### config.mk
export PLATFORM = sky130hd
export DESIGN_NAME = aes_round_ctrl
export DESIGN_NICKNAME = d
export VERILOG_FILES = /design/src/rtl/aes_round_ctrl.sv
export SDC_FILE = /design/constraint.sdc
export NUM_CORES = 1
export LEC_CHECK = 0
export ABC_AREA = 1
export BUFFER_PORTS_ARGS = -buffer_cell sky130_fd_sc_hd__buf_2
export CAP_MARGIN = 20
export CORE_AREA = 2 2 257 259
export CTS_BUF_LIST = sky130_fd_sc_hd__clkbuf_8 sky130_fd_sc_hd__clkbuf_16
export DETAILED_ROUTE_END_ITERATION = 8
export DIE_AREA = 0 0 259 261
export SYNTH_ARGS = -nofsm -noshare
export SYNTH_HDL_FRONTEND = slang
export SYNTH_SLANG_ARGS = --single-unit
export TNS_END_PERCENT = 1
### constraint.sdc
create_clock -name CLK -period 6.7 [get_ports CLK]
set_clock_uncertainty 0.2 [all_clocks]
set_input_delay 0.67 -clock CLK [delete_from_list [all_inputs] [get_ports CLK]]
set_output_delay 0.67 -clock CLK [all_outputs]
set_load 0.01 [all_outputs]
### src/rtl/aes_round_ctrl.sv
// aes_round_ctrl: round sequencer for an iterative AES encryption core.
// The round datapath and the key schedule live outside this block. Each
// cycle the controller presents the state register, a round-key index and a
// datapath mode, then captures the combinational result. The initial
// AddRoundKey is followed by NR-1 full rounds and one final round, so
// ciphertext appears NR+1 edges after a block is accepted.
// Optional build macro AES_ROUND_CTRL_ABORT_EN adds an 'abort' input that
// drops the block in flight and returns the controller to IDLE.
//
// Handshakes: a transfer happens on a rising edge where valid and ready are
// both 1. in_ready is 1 only in IDLE. out_valid is 1 only in DONE, and
// data_out holds there until out_ready is seen. Neither side may make its
// valid depend on the other side's ready.
module aes_round_ctrl #(
    parameter int NR = 10
) (
    input  logic         CLK,
    input  logic         RST,
`ifdef AES_ROUND_CTRL_ABORT_EN
    input  logic         abort,
`endif
    input  logic         in_valid,
    output logic         in_ready,
    input  logic [127:0] data_in,
    output logic         out_valid,
    input  logic         out_ready,
    output logic [127:0] data_out,
    output logic [3:0]   key_idx,
    input  logic [127:0] Key_exp,
    output logic [1:0]   dp_mode,
    output logic [127:0] dp_state,
    input  logic [127:0] dp_result,
    output logic         busy,
    output logic [2:0]   dbg_state_o
);

    typedef enum logic [2:0] {
        S_IDLE  = 3'd0,
        S_INIT  = 3'd1,
        S_ROUND = 3'd2,
        S_FINAL = 3'd3,
        S_DONE  = 3'd4
    } fsm_e;

    localparam logic [3:0] LAST_FULL = 4'(NR - 1);
    localparam logic [3:0] KEY_LAST  = 4'(NR);

    localparam logic [1:0] MODE_ARK   = 2'd0;
    localparam logic [1:0] MODE_FULL  = 2'd1;
    localparam logic [1:0] MODE_FINAL = 2'd2;

    fsm_e         fsm_q, fsm_d;
    logic [127:0] state_q, state_d;
    logic [3:0]   cnt_q, cnt_d;
    logic         abort_req;

    // The round key goes straight from the key schedule into the datapath;
    // the controller only chooses which key is selected.
    logic         unused_key;
    assign unused_key = ^Key_exp;

`ifdef AES_ROUND_CTRL_ABORT_EN
    assign abort_req = abort;
`else
    assign abort_req = 1'b0;
`endif

    // State register: FSM, cipher state and round counter.
    always_ff @(posedge CLK or posedge RST) begin
        if (RST) begin
            fsm_q   <= S_IDLE;
            state_q <= '0;
            cnt_q   <= '0;
        end else begin
            fsm_q   <= fsm_d;
            state_q <= state_d;
            cnt_q   <= cnt_d;
        end
    end

    // Next-state logic: load, sequence the rounds, wait for the consumer.
    always_comb begin
        fsm_d   = fsm_q;
        state_d = state_q;
        cnt_d   = cnt_q;
        unique case (fsm_q)
            S_IDLE: begin
                if (in_valid) begin
                    state_d = data_in;
                    cnt_d   = '0;
                    fsm_d   = S_INIT;
                end
            end
            S_INIT: begin
                state_d = dp_result;
                cnt_d   = 4'd1;
                fsm_d   = S_ROUND;
            end
            S_ROUND: begin
                state_d = dp_result;
                cnt_d   = cnt_q + 4'd1;
                if (cnt_q == LAST_FULL) begin
                    fsm_d = S_FINAL;
                end
            end
            S_FINAL: begin
                state_d = dp_result;
                fsm_d   = S_DONE;
            end
            S_DONE: begin
                // Going straight back to IDLE guarantees one idle cycle
                // between blocks.
                if (out_ready) begin
                    fsm_d = S_IDLE;
                end
            end
            default: begin
                fsm_d = S_IDLE;
            end
        endcase
        // Abort wins over everything, including a pending out_ready.
        if (abort_req && (fsm_q != S_IDLE)) begin
            fsm_d = S_IDLE;
            cnt_d = '0;
        end
    end

    // Output decode: handshake flags and datapath control per state.
    always_comb begin
        in_ready    = (fsm_q == S_IDLE);
        busy        = (fsm_q != S_IDLE);
        out_valid   = (fsm_q == S_DONE);
        data_out    = state_q;
        dp_state    = state_q;
        dbg_state_o = fsm_q;
        key_idx     = 4'd0;
        dp_mode     = MODE_ARK;
        unique case (fsm_q)
            S_ROUND: begin
                key_idx = cnt_q;
                dp_mode = MODE_FULL;
            end
            S_FINAL: begin
                key_idx = KEY_LAST;
                dp_mode = MODE_FINAL;
            end
            default: begin
                key_idx = 4'd0;
                dp_mode = MODE_ARK;
            end
        endcase
    end

endmodule
# ---- Yosys cells after proc, flatten, opt, wreduce, memory -nomap -nowiden
# Cells that the tools add are included.
# W data, S select, Z words.
dict set report word_totals {
  reg_bits 135
  out_inout_bits 268
}
dict set report op_classes {
  mux 10
  n_reduce_logical 8
  addsub 1
  n_eq_ne 8
}
# op n
set ops {}
lappend ops {{$pmux W128 S2} 1}
lappend ops {{$mux W128} 1}
lappend ops {{$pmux W3 S5} 1}
lappend ops {{$pmux W4 S3} 1}
lappend ops {{$mux W3} 3}
lappend ops {{$pmux W4 S2} 1}
lappend ops {{$eq A3 B2 Y1 const B} 2}
lappend ops {{$reduce_bool A3 Y1} 2}
lappend ops {{$add A4 B1 Y4 const B} 1}
lappend ops {{$eq A4 B4 Y1 const B} 1}
lappend ops {{$mux W4} 1}
lappend ops {{$ne A2 B2 Y1 const B} 2}
lappend ops {{$pmux W2 S2} 1}
lappend ops {{$reduce_and A2 Y1} 2}
lappend ops {{$eq A3 B1 Y1 const B} 1}
lappend ops {{$eq A3 B3 Y1 const B} 1}
lappend ops {{$logic_not A3 Y1} 1}
lappend ops {{$reduce_and A3 Y1} 1}
lappend ops {{$reduce_or A3 Y1} 1}
lappend ops {{$ne A2 B1 Y1 const B} 1}
lappend ops {{$reduce_bool A2 Y1} 1}

# ---- Logic depth before layout (Yosys ltp)
# Gate-level depths: netlist of run 1.
dict set report logic_depth {
  ltp_word 4
  mapped_depth 7
}

# ---- Worst setup path after synthesis of run 1
# Ideal clock, no wire load.
dict set report synth_path {
  path_kind {reg-to-output}
  start {reg fsm_q[2] (netlist: dbg_state_o[2])}
  end {out key_idx[1]}
  path_stages_with_launch 4
  required_ns 5.830
  path_slack_ns 4.755
  t_arrival_ns 1.075
  cell_sequence {dfrtp_1 inv_4 nand3_1 o21ai_0}
}
dict set report synth_via {
  elab_chain_len 2
  elab_cells_between_ends 3
  cone_classes {2 x eq/ne; 1 x mux}
}
# item line
set synth_lines {}
lappend synth_lines {{from (decl)} 52} ;# fsm_e fsm_q, fsm_d;
lappend synth_lines {{from (signal assigned)} 75} ;# fsm_q <= fsm_d;
lappend synth_lines {{$eq A3 B2 Y1} 138} ;# unique case (fsm_q)
lappend synth_lines {{$pmux W4 S2 *} 138}
lappend synth_lines {{to (decl)} 28} ;# output logic [3:0] key_idx,
# Mark *: on every way between the ends. The rest lies on a longest branch, timed or not.

# ---- Final worst setup path of run 1
dict set report layout_path {
  start {reg fsm_q[2] (netlist: dbg_state_o[2])}
  end {out key_idx[3]}
}
# Same word-level chain as after synthesis.

==> results of run 1 <==
-- how the worst max path moves through the flow --
stage / cells past startpoint / startpoint / endpoint
floorplan: 1 / RST / cnt_q[0]$_DFFE_PP0P_
global placement: 6 / in_valid / data_out[82]$_DFFE_PP0P_
detailed placement: 6 / in_valid / data_out[82]$_DFFE_PP0P_
CTS: 4 / dbg_state_o[2]$_DFFE_PP0P_ / key_idx[3]
global route: 4 / dbg_state_o[2]$_DFFE_PP0P_ / key_idx[3]
finish: 4 / dbg_state_o[2]$_DFFE_PP0P_ / key_idx[3]
-- routing by layer --
metal | vias up | GRT usage [%] | share of wire (%)
met5 | - | 0 | 0.025
met4 | 2 | 3.613 | 1.8
met3 | 24 | 3.262 | 8.0
met2 | 302 | 14.18 | 45
met1 | 3868 | 11.39 | 45
li1 | 4375 | - | -
-- state kept, by name (all words and copies together) (netlist names) --
name	cells
data_out	128
cnt_q	4
dbg_state_o	3
-- power groups by stage --
stage	sequential [µW]	clock (µW)	combinational [µW]
floorplan	1770	0	2490
global route	1750	1060	3860
CTS	1700	1030	3470
finish	1690	975	3410
detailed placement	1700	0	3470
global placement	1700	0	3440
-- cell usage after synthesis --
master    count
buf_2        15
clkbuf_1     12
nand2_1     398
ha_1          2
buf_4       165
buf_6         3
nand2_4       1
o21ai_0      93
xor2_1        1
clkbuf_4      1
nor2_1        6
o21ai_1      31
nor2_4        1
or2_2         1
o21ai_4       1
nor2_2        2
nand4_1       1
nand3_1     142
inv_1       255
o31ai_1       1
dfrtp_1     135
inv_4         1
-- through the flow --
stage / cells / worst slack (ns) / util, % / power (µW) / hold slack, ns
2_1_floorplan: 1268 / 2.219 / - / 4261 / 0.2858
3_3_place_gp: 2471 / 4.075 / 17.08 / 5133 / 0.3055
3_5_place_dp: 2471 / 4.046 / 17.08 / 5169 / 0.3106
4_1_cts: 2502 / 3.903 / 17.98 / 6196 / 0.07737
5_1_grt: 2502 / 3.844 / 17.98 / 6668 / 0.1104
6_report: 2505 / 3.999 / 17.99 / 6075 / 0.09695
-- layout make-up --
type	count	area, µm²	share of cell area (%)
clock inverters	13	141.4	1.208
flip-flops and latches	135	3378	28.87
clock buffers	18	439.2	3.754
multi-input cells	681	2962	25.31
repair buffers	535	2723	23.27
well taps	864	1081	9.240
inverters	256	968.4	8.277
diodes	3	7.507	0.06416
-- layout by cell type, fill, tap and decap left out, types with 2 or more instances in the layout --
cell       synthesis  final
buf_2             15    527
nand2_1          398    398
inv_1            255    258
nand3_1          142    142
dfrtp_1          135    135
o21ai_0           93     93
o21ai_1           31     31
clkbuf_16          0     17
nor2_1             6      6
buf_4            165      6
clkinv_2           0      4
diode_2            0      3
bufinv_16          0      3
nor2_2             2      2
ha_1               2      2
buf_12             0      2
-- worst max-delay path: cells and delay by family (launching register included) --
kind | cells | cell delay [ns]
compound gates | 1 | 0.30
buf+inv | 2 | 0.38
flops | 1 | 0.47
simple gates | 1 | 0.21
-- cell families after synthesis --
kind of cell | Yosys count | share of synthesized area (%)
adder cells (fa/ha/maj) | 2 | 0.2878
buffers and inverters | 452 | 27.18
AND/OR/NAND/NOR | 552 | 26.16
XOR/XNOR | 1 | 0.1008
AO/OA/AOI/OAI | 126 | 7.411
flip-flops | 135 | 38.85
==> impl_metrics.py, run 1 <==
metrics = {
    "floorplan": {
        "die_w_um": 259,
        "die_h_um": 261,
        "rows": 94,
        "core_area_um2": 65040,
        "dieArea_um2": 67600,
        "start_util_pct": 13.37,
        "floorplan.io_pins": 656,
    },
    "yosys": {
        "synth_area_per_cell_um2": 6.857,
        "yosys.area.top_type": "dfrtp_1",
        "ys_types": 22,
        "syn-num-nets": 1658,
        "ys_warn_count": 0,
        "synthCells": 1268,
        "synthTopCellsByArea": "dfrtp_1, nand2_1, buf_4",
        "syn_area_um2": 8695,
        "synth_top_area_share_pct": 38.85,
        "ys_seq_area_share_pct": 38.85,
        "ys_ff_latch": 135,
    },
    "setup_path": {
        "r2r-end": "data_out[77]$_DFFE_PP0P_",
        "setup.worst_path.class": "reg -> out",
        "start_kind": "flip-flop",
        "slowest_stage": "dfrtp_1",
        "worstPathCellList": "inv_4, nand3_1, o21ai_0, buf_2",
        "r2r_setup_slack_ns": 4.18,
        "rr_startpoint": "dbg_state_o[2]$_DFFE_PP0P_",
        "end_kind": "output port",
        "reg2reg_depth": 7,
        "cp_data_arrival_time_ns": 1.83,
        "slowest_delay_ns": 0.47,
        "path_max_fanout": 9,
        "critPathRequiredTime_ns": 5.83,
    },
    "global_routing": {
        "grt_pass1_vias": 7615,
        "grt_start_max_net_pins": 140,
        "antenna_found_initial": 3,
        "grt_pass1_wl_mm": 45.64,
        "grt-ovfl-total": 0,
        "grt.total_usage_pct": 9.087,
    },
    "clocking": {
        "ctsResizeCount": 0,
        "cts_setup_buffers": 0,
        "ctsHtreeMaxLevel": 4,
        "path_clk_slew_ns": 0.06,
        "cts-root-buf": "clkbuf_16",
        "cts_hold_buf": 0,
        "clk_path_buf_depth": 2,
        "clock_latency_ns": 0.46,
        "cts.sinks": 135,
        "cts_made_buffers": 17,
        "cts_tree": "done",
    },
    "pwr": {
        "comb_power_share_pct": 56.1,
        "vdd_ir_drop_max_mv": 0.2982,
        "intPower_uw": 3025,
        "seq_power_share_pct": 27.8,
        "p_leak_uw": 0.006959,
        "p_sw_share_pct": 50.21,
        "power.density_nw_per_um2": 519.3,
        "clkPwrFrac_pct": 16.1,
        "p_sw_uw": 3051,
    },
    "placed_design": {
        "place.gp.congestion": 0.7858,
        "post_dp_cell_area_um2": 11110,
        "port-buffer-count": 527,
        "dp.final_hpwl_mm": 23.91,
    },
    "timing": {
        "drv_slew": 0,
        "slew_headroom_pct": 40.64,
        "finalSetupViolations": 0,
        "clock.fmax_ghz": 0.3702,
        "hold_viol": 0,
        "tightest_slew_ns": 0.8904,
        "period_minus_slack_ns": 2.701,
        "fin_setup_tns_ns": 0,
        "period_share_pct": 40.32,
        "grt_setup_unrepaired": "no",
    },
    "run": {
        "maxCapViolCount": 0,
    },
    "cells_and_area": {
        "syn_to_final_growth_pct": 34.57,
        "final_area_um2": 11700,
        "fillers": 7459,
        "drive_above_1_share_pct": 34.80,
        "num-nets-final": 2016,
    },
    "outcome": {
        "status": "finished clean",
    },
    "drt": {
        "drc": 0,
        "drtPass1Iterations": 4,
        "drt_iter0_drc": 439,
        "routed-via-count": 8571,
        "drtAntennaViolNets": 0,
        "drt-vias-per-instance": 3.422,
        "wl_per_cell_um": 12.72,
        "totalWireLength_mm": 31.86,
    },
    "hold_path": {
        "hold_path_class": "in -> async",
    },
}
(Power assumes the default switching activity.)
==> inputs of run 2 (changes only) <==
==> constraint.sdc (replaced) <==
create_clock -name CLK -period 2.4 [get_ports CLK]
set_clock_uncertainty 0.2 [all_clocks]
set_input_delay 0.24 -clock CLK [delete_from_list [all_inputs] [get_ports CLK]]
set_output_delay 0.24 -clock CLK [all_outputs]
set_load 0.01 [all_outputs]
==> impl_metrics.py, run 2 (synthesized netlist as in run 1, its figures left out) <==
metrics = {
    "floorplan": {
        "core_area_um2": 65040,
        "start_util_pct": 13.37,
        "rows": 94,
        "die_w_um": 259,
        "floorplan.io_pins": 656,
        "dieArea_um2": 67600,
        "die_h_um": 261,
    },
    "cells_and_area": {
        "layout_common_cells": "buf_2, nand2_1, dlygate4sd3_1, inv_1, nand3_1",
        "final_area_um2": 14580,
        "drive_above_1_share_pct": 31.19,
        "layout_commonest_cell": "buf_2",
        "final_util_pct": 22.42,
        "num-nets-final": 2299,
        "syn_to_final_growth_pct": 67.74,
        "fillers": 7133,
        "largest_reg_flops": 128,
    },
    "timing": {
        "period_share_pct": 95.45,
        "grt_setup_unrepaired": "yes",
        "hold_viol": 0,
        "tightest_slew_ns": 0.4243,
        "finalSetupViolations": 0,
        "period_minus_slack_ns": 2.291,
        "drv_slew": 0,
        "slew_headroom_pct": 71.61,
        "clock.fmax_ghz": 0.4365,
    },
    "setup_path": {
        "start_kind": "flip-flop",
        "cp_common_cell": "nand2_1",
        "path_max_fanout": 45,
        "cp_data_arrival_time_ns": 2.49,
        "end_kind": "flip-flop",
        "slowest_stage": "dlygate4sd3_1",
        "worstPathCellList": "inv_4, nand2_8, buf_12, o21ai_0, nand2_1, dlygate4sd3_1, nand2_1",
        "slowest_delay_ns": 0.56,
        "setup.worst_path.class": "reg -> reg",
        "critPathRequiredTime_ns": 2.60,
    },
    "clocking": {
        "cts.sinks": 135,
        "clk_path_buf_depth": 2,
        "ctsHtreeMaxLevel": 4,
        "cts_tree": "done",
        "cts_made_buffers": 17,
        "cts-root-buf": "clkbuf_16",
        "clock_latency_ns": 0.46,
        "path_clk_slew_ns": 0.06,
    },
    "drt": {
        "totalWireLength_mm": 35.72,
        "drtPass1Iterations": 5,
        "wl_per_cell_um": 12.84,
        "drt_iter0_drc": 580,
        "routed-via-count": 9980,
        "drtAntennaViolNets": 0,
        "drc": 0,
        "drt-vias-per-instance": 3.586,
    },
    "global_routing": {
        "grt_start_max_net_pins": 77,
        "grt_pass1_wl_mm": 50.78,
        "grt_pass1_vias": 9176,
        "grt-ovfl-total": 0,
        "antenna_found_initial": 5,
        "grt.total_usage_pct": 9.910,
    },
    "hold_path": {
        "hold_path_class": "in -> reg",
    },
    "placed_design": {
        "place.gp.congestion": 0.8023,
        "dp.final_hpwl_mm": 25.05,
        "post_dp_cell_area_um2": 11380,
        "port-buffer-count": 527,
    },
    "run": {
        "maxCapViolCount": 0,
    },
    "pwr": {
        "power.density_nw_per_um2": 1383,
        "p_leak_uw": 0.008159,
        "vdd_ir_drop_max_mv": 0.8427,
    },
    "outcome": {
        "status": "finished clean",
    },
}
run 2: cell types whose count changed in the layout (fill, tap and decap cells not counted), moves of 4 or more:
cell | before | now
buf_12 | 2 | 10
dlygate4sd3_1 | 0 | 257
clkbuf_8 | 1 | 5
buf_4 | 6 | 20
run 2: layout make-up:
type | count | area, µm² | share of cell area [%]
clock buffers | 22 | 494.2 | 3.389
clock inverters | 5 | 73.82 | 0.5062
diodes | 2 | 5.005 | 0.03432
flip-flops and latches | 135 | 3382 | 23.19
well taps | 864 | 1081 | 7.413
repair buffers | 817 | 5608 | 38.45
multi-input cells | 682 | 2973 | 20.38
inverters | 256 | 967.2 | 6.632
run 2: worst paths after layout:
kind / cells after the start / endpoint / start / slack, ns
hold reg to reg: 2 / data_out[80]$_DFFE_PP0P_ / data_out[80]$_DFFE_PP0P_ / 0.33
min in group asynchronous: 3 / data_out[79]$_DFFE_PP0P_ / RST / 0.11
hold / removal: 5 / data_out[111]$_DFFE_PP0P_ / data_in[111] / 0.1
max in group asynchronous: 4 / dbg_state_o[2]$_DFFE_PP0P_ / RST / 1.22
setup reg to reg: 7 / data_out[92]$_DFFE_PP0P_ / dbg_state_o[2]$_DFFE_PP0P_ / 0.11
setup / recovery: 7 / data_out[92]$_DFFE_PP0P_ / dbg_state_o[2]$_DFFE_PP0P_ / 0.11
run 2: critical path, delay by kind of cell (launching register included):
family	cells	cell delay, ns
compound gates	1	0.24
simple gates	3	0.32
buf+inv	3	0.99
flops	1	0.46
run 2: repair_timing:
item                                    in CTS  in global routing
endpoints found under the setup margin       0                 87
endpoints found under the hold margin      265                  0
buffers inserted                             0                  1
gates resized for setup                      0                  6
hold buffers                               257                  0
run 2: power breakdown:
group / switching, µW / total [µW] / internal, µW
combinational: 6860 / 12700 / 5880
sequential: 1240 / 4770 / 3530
clock: 1030 / 2660 / 1630
total: 9140 / 20200 / 11000
run 2: routing by layer:
metal | share of wire (%) | routed length, µm | up-vias | GRT usage [%]
li1 | - | - | 4940 | -
met1 | 41 | 14800 | 4572 | 11.71
met2 | 47 | 16900 | 420 | 16.21
met3 | 8.7 | 3107 | 44 | 3.397
met4 | 2.5 | 878 | 4 | 4.544
met5 | 0.076 | 27 | - | 0
run 2: per-stage QoR:
stage / TNS (ns) / worst slack, ns / hold WS (ns) / power, µW / instances
3_3_place_gp: 0 / 0.5396 / 0.04058 / 14830 / 2494
2_1_floorplan: 0 / 0.2808 / 0.1381 / 11900 / 1268
5_1_grt: -0.009393 / -0.006430 / 0.1092 / 21920 / 2782
6_report: 0 / 0.1092 / 0.09538 / 20170 / 2783
3_5_place_dp: 0 / 0.5033 / 0.04965 / 14910 / 2494
4_1_cts: 0 / 0.01887 / 0.03011 / 20090 / 2778
==> inputs of run 3 (changes only) <==
--- a/config.mk
+++ b/config.mk
@@ -8,10 +8,10 @@
 export ABC_AREA = 1
 export BUFFER_PORTS_ARGS = -buffer_cell sky130_fd_sc_hd__buf_2
 export CAP_MARGIN = 20
-export CORE_AREA = 2 2 257 259
+export CORE_AREA = 2 2 253 255
 export CTS_BUF_LIST = sky130_fd_sc_hd__clkbuf_8 sky130_fd_sc_hd__clkbuf_16
 export DETAILED_ROUTE_END_ITERATION = 8
-export DIE_AREA = 0 0 259 261
+export DIE_AREA = 0 0 255 257
 export SYNTH_ARGS = -nofsm -noshare
 export SYNTH_HDL_FRONTEND = slang
 export SYNTH_SLANG_ARGS = --single-unit
==> impl_metrics.py, run 3 (synthesized netlist as in run 1, its figures left out) <==
metrics = {
    "timing": {
        "grt_setup_unrepaired": "yes",
        "hold_viol": 0,
        "slew_headroom_pct": 60.53,
        "period_share_pct": 96.89,
        "clock.fmax_ghz": 0.4300,
        "period_minus_slack_ns": 2.325,
        "tightest_slew_ns": 0.5909,
        "setup_slack_ns": 0.07453,
        "finalSetupViolations": 0,
        "drv_slew": 0,
    },
    "clocking": {
        "path_clk_slew_ns": 0.06,
        "cts_made_buffers": 17,
        "clock_latency_ns": 0.47,
        "ctsHtreeMaxLevel": 4,
        "clk_path_buf_depth": 2,
        "cts-root-buf": "clkbuf_16",
        "cts.sinks": 135,
        "cts_tree": "done",
    },
    "outcome": {
        "status": "finished clean",
    },
    "global_routing": {
        "grt-ovfl-total": 0,
        "grt_pass1_vias": 9528,
        "antenna_found_initial": 6,
        "grt_start_max_net_pins": 80,
        "grt_pass1_wl_mm": 54.43,
        "grt.total_usage_pct": 11.11,
    },
    "setup_path": {
        "slowest_delay_ns": 0.56,
        "r2r-end": "data_out[4]$_DFFE_PP0P_",
        "start_kind": "flip-flop",
        "crit_buf_inv": 3,
        "cpLargestDelayFamily": "buffers and inverters",
        "r2r_setup_slack_ns": 0.07,
        "rr_startpoint": "dbg_state_o[1]$_DFFE_PP0P_",
        "cp_data_arrival_time_ns": 2.48,
        "reg2reg_depth": 8,
        "cp_common_cell": "nand2_1",
        "end_kind": "flip-flop",
        "slowest_stage": "dlygate4sd3_1",
        "worstPathCellList": "nor2_2, nor2_4, buf_4, clkbuf_16, nand2_1, nand2_1, dlygate4sd3_1, nand2_1",
        "setup.worst_path.class": "reg -> reg",
        "critPathRequiredTime_ns": 2.56,
        "path_max_fanout": 34,
    },
    "cells_and_area": {
        "layout_common_cells": "buf_2, nand2_1, dlygate4sd3_1, inv_1, nand3_1",
        "final_util_pct": 23.62,
        "num-nets-final": 2303,
        "syn_to_final_growth_pct": 70.46,
        "layout_commonest_cell": "buf_2",
        "largest_reg_flops": 128,
        "drive_above_1_share_pct": 31.38,
    },
    "drt": {
        "wl_per_cell_um": 14.06,
        "drt-vias-per-instance": 3.659,
        "drc": 0,
        "drt_iter0_drc": 574,
        "drtAntennaViolNets": 0,
        "routed-via-count": 10143,
        "totalWireLength_mm": 38.98,
        "drtPass1Iterations": 5,
    },
    "floorplan": {
        "dieArea_um2": 65540,
        "die_h_um": 257,
        "rows": 92,
        "floorplan.io_pins": 656,
        "core_area_um2": 62740,
        "start_util_pct": 13.86,
        "die_w_um": 255,
    },
    "hold_path": {
        "hold_path_depth": 4,
        "hold_end": "data_out[27]$_DFFE_PP0P_",
        "hold_path.startpoint": "in_valid",
        "hold_path_class": "in -> reg",
    },
    "placed_design": {
        "dp_slack_ns": 0.5858,
        "dp.final_hpwl_mm": 27.14,
        "place.gp.congestion": 0.8470,
        "port-buffer-count": 527,
    },
    "pwr": {
        "vdd_ir_drop_max_mv": 0.6265,
        "p_leak_uw": 0.008275,
        "power.density_nw_per_um2": 1439,
    },
    "run": {
        "maxCapViolCount": 0,
    },
}
run 3: cell types whose count changed in the layout (fill, tap and decap cells not counted), moves of 3 or more:
cell       delta
bufinv_16     +5
clkinv_4      +4
clkbuf_16     +3
clkbuf_8      -4
run 3: through the flow:
step                      setup TNS, ns  power (µW)  cells  cell area (µm²)  hold WS [ns]
after floorplan                       0       11900   1268             8698        0.1381
after global placement                0       14910   2469            11360        0.1485
after detailed placement              0       14980   2469            11360        0.1489
after CTS                             0       20820   2758            14630       0.01554
after global routing           -0.09841       23080   2771            14820       0.01551
final                                 0       21320   2772            14820       0.03037
run 3: how the worst max path moves through the flow:
stage,startpoint,end,slack [ns],cells after the start
after floorplan,RST,cnt_q[0]$_DFFE_PP0P_,0.28,1
after global placement,dbg_state_o[2]$_DFFE_PP0P_,data_out[82]$_DFFE_PP0P_,0.58,6
after detailed placement,dbg_state_o[1]$_DFFE_PP0P_,data_out[82]$_DFFE_PP0P_,0.59,5
after CTS,dbg_state_o[1]$_DFFE_PP0P_,data_out[78]$_DFFE_PP0P_,0.04,6
after global routing,dbg_state_o[2]$_DFFE_PP0P_,data_out[84]$_DFFE_PP0P_,-0.03,8
final,dbg_state_o[1]$_DFFE_PP0P_,data_out[4]$_DFFE_PP0P_,0.07,8
run 3: layer usage:
layer  part of all wire [%]  global-route usage, %  up-vias
met4                    3.3                  5.637        6
li1                       -                      -     4959
met2                     47                  18.44      429
met1                     42                  12.65     4691
met5                  0.092                      0        -
met3                    7.8                  3.672       58
run 3: repair_timing:
action,in CTS,in global routing
endpoints found under the setup margin,0,48
buffers inserted,0,9
endpoints found under the hold margin,145,0
resized for setup,0,5
hold buffers,258,0
run 3: layout make-up:
| class | count | area (µm²) |
|---|---|---|
| inverters | 256 | 969.7 |
| multi-input cells | 681 | 2962 |
| repair buffers | 822 | 5758 |
| flip-flops and latches | 135 | 3379 |
| well taps | 846 | 1059 |
| fillers | 6893 | 47910 |
| clock inverters | 13 | 251.5 |
| clock buffers | 18 | 439.2 |
| diodes | 1 | 2.502 |
run 3: power breakdown:
part / internal, µW / switching (µW)
registers: 3520 / 1260
logic: 6130 / 7210
clock network: 2070 / 1120
total: 11700 / 9600
run 3: tightest hold or removal path, cell delays in order:
cell and delay, ns:
buf_2 0.14, nand2_8 0.12, nand3_1 0.11, nand2_1 0.05
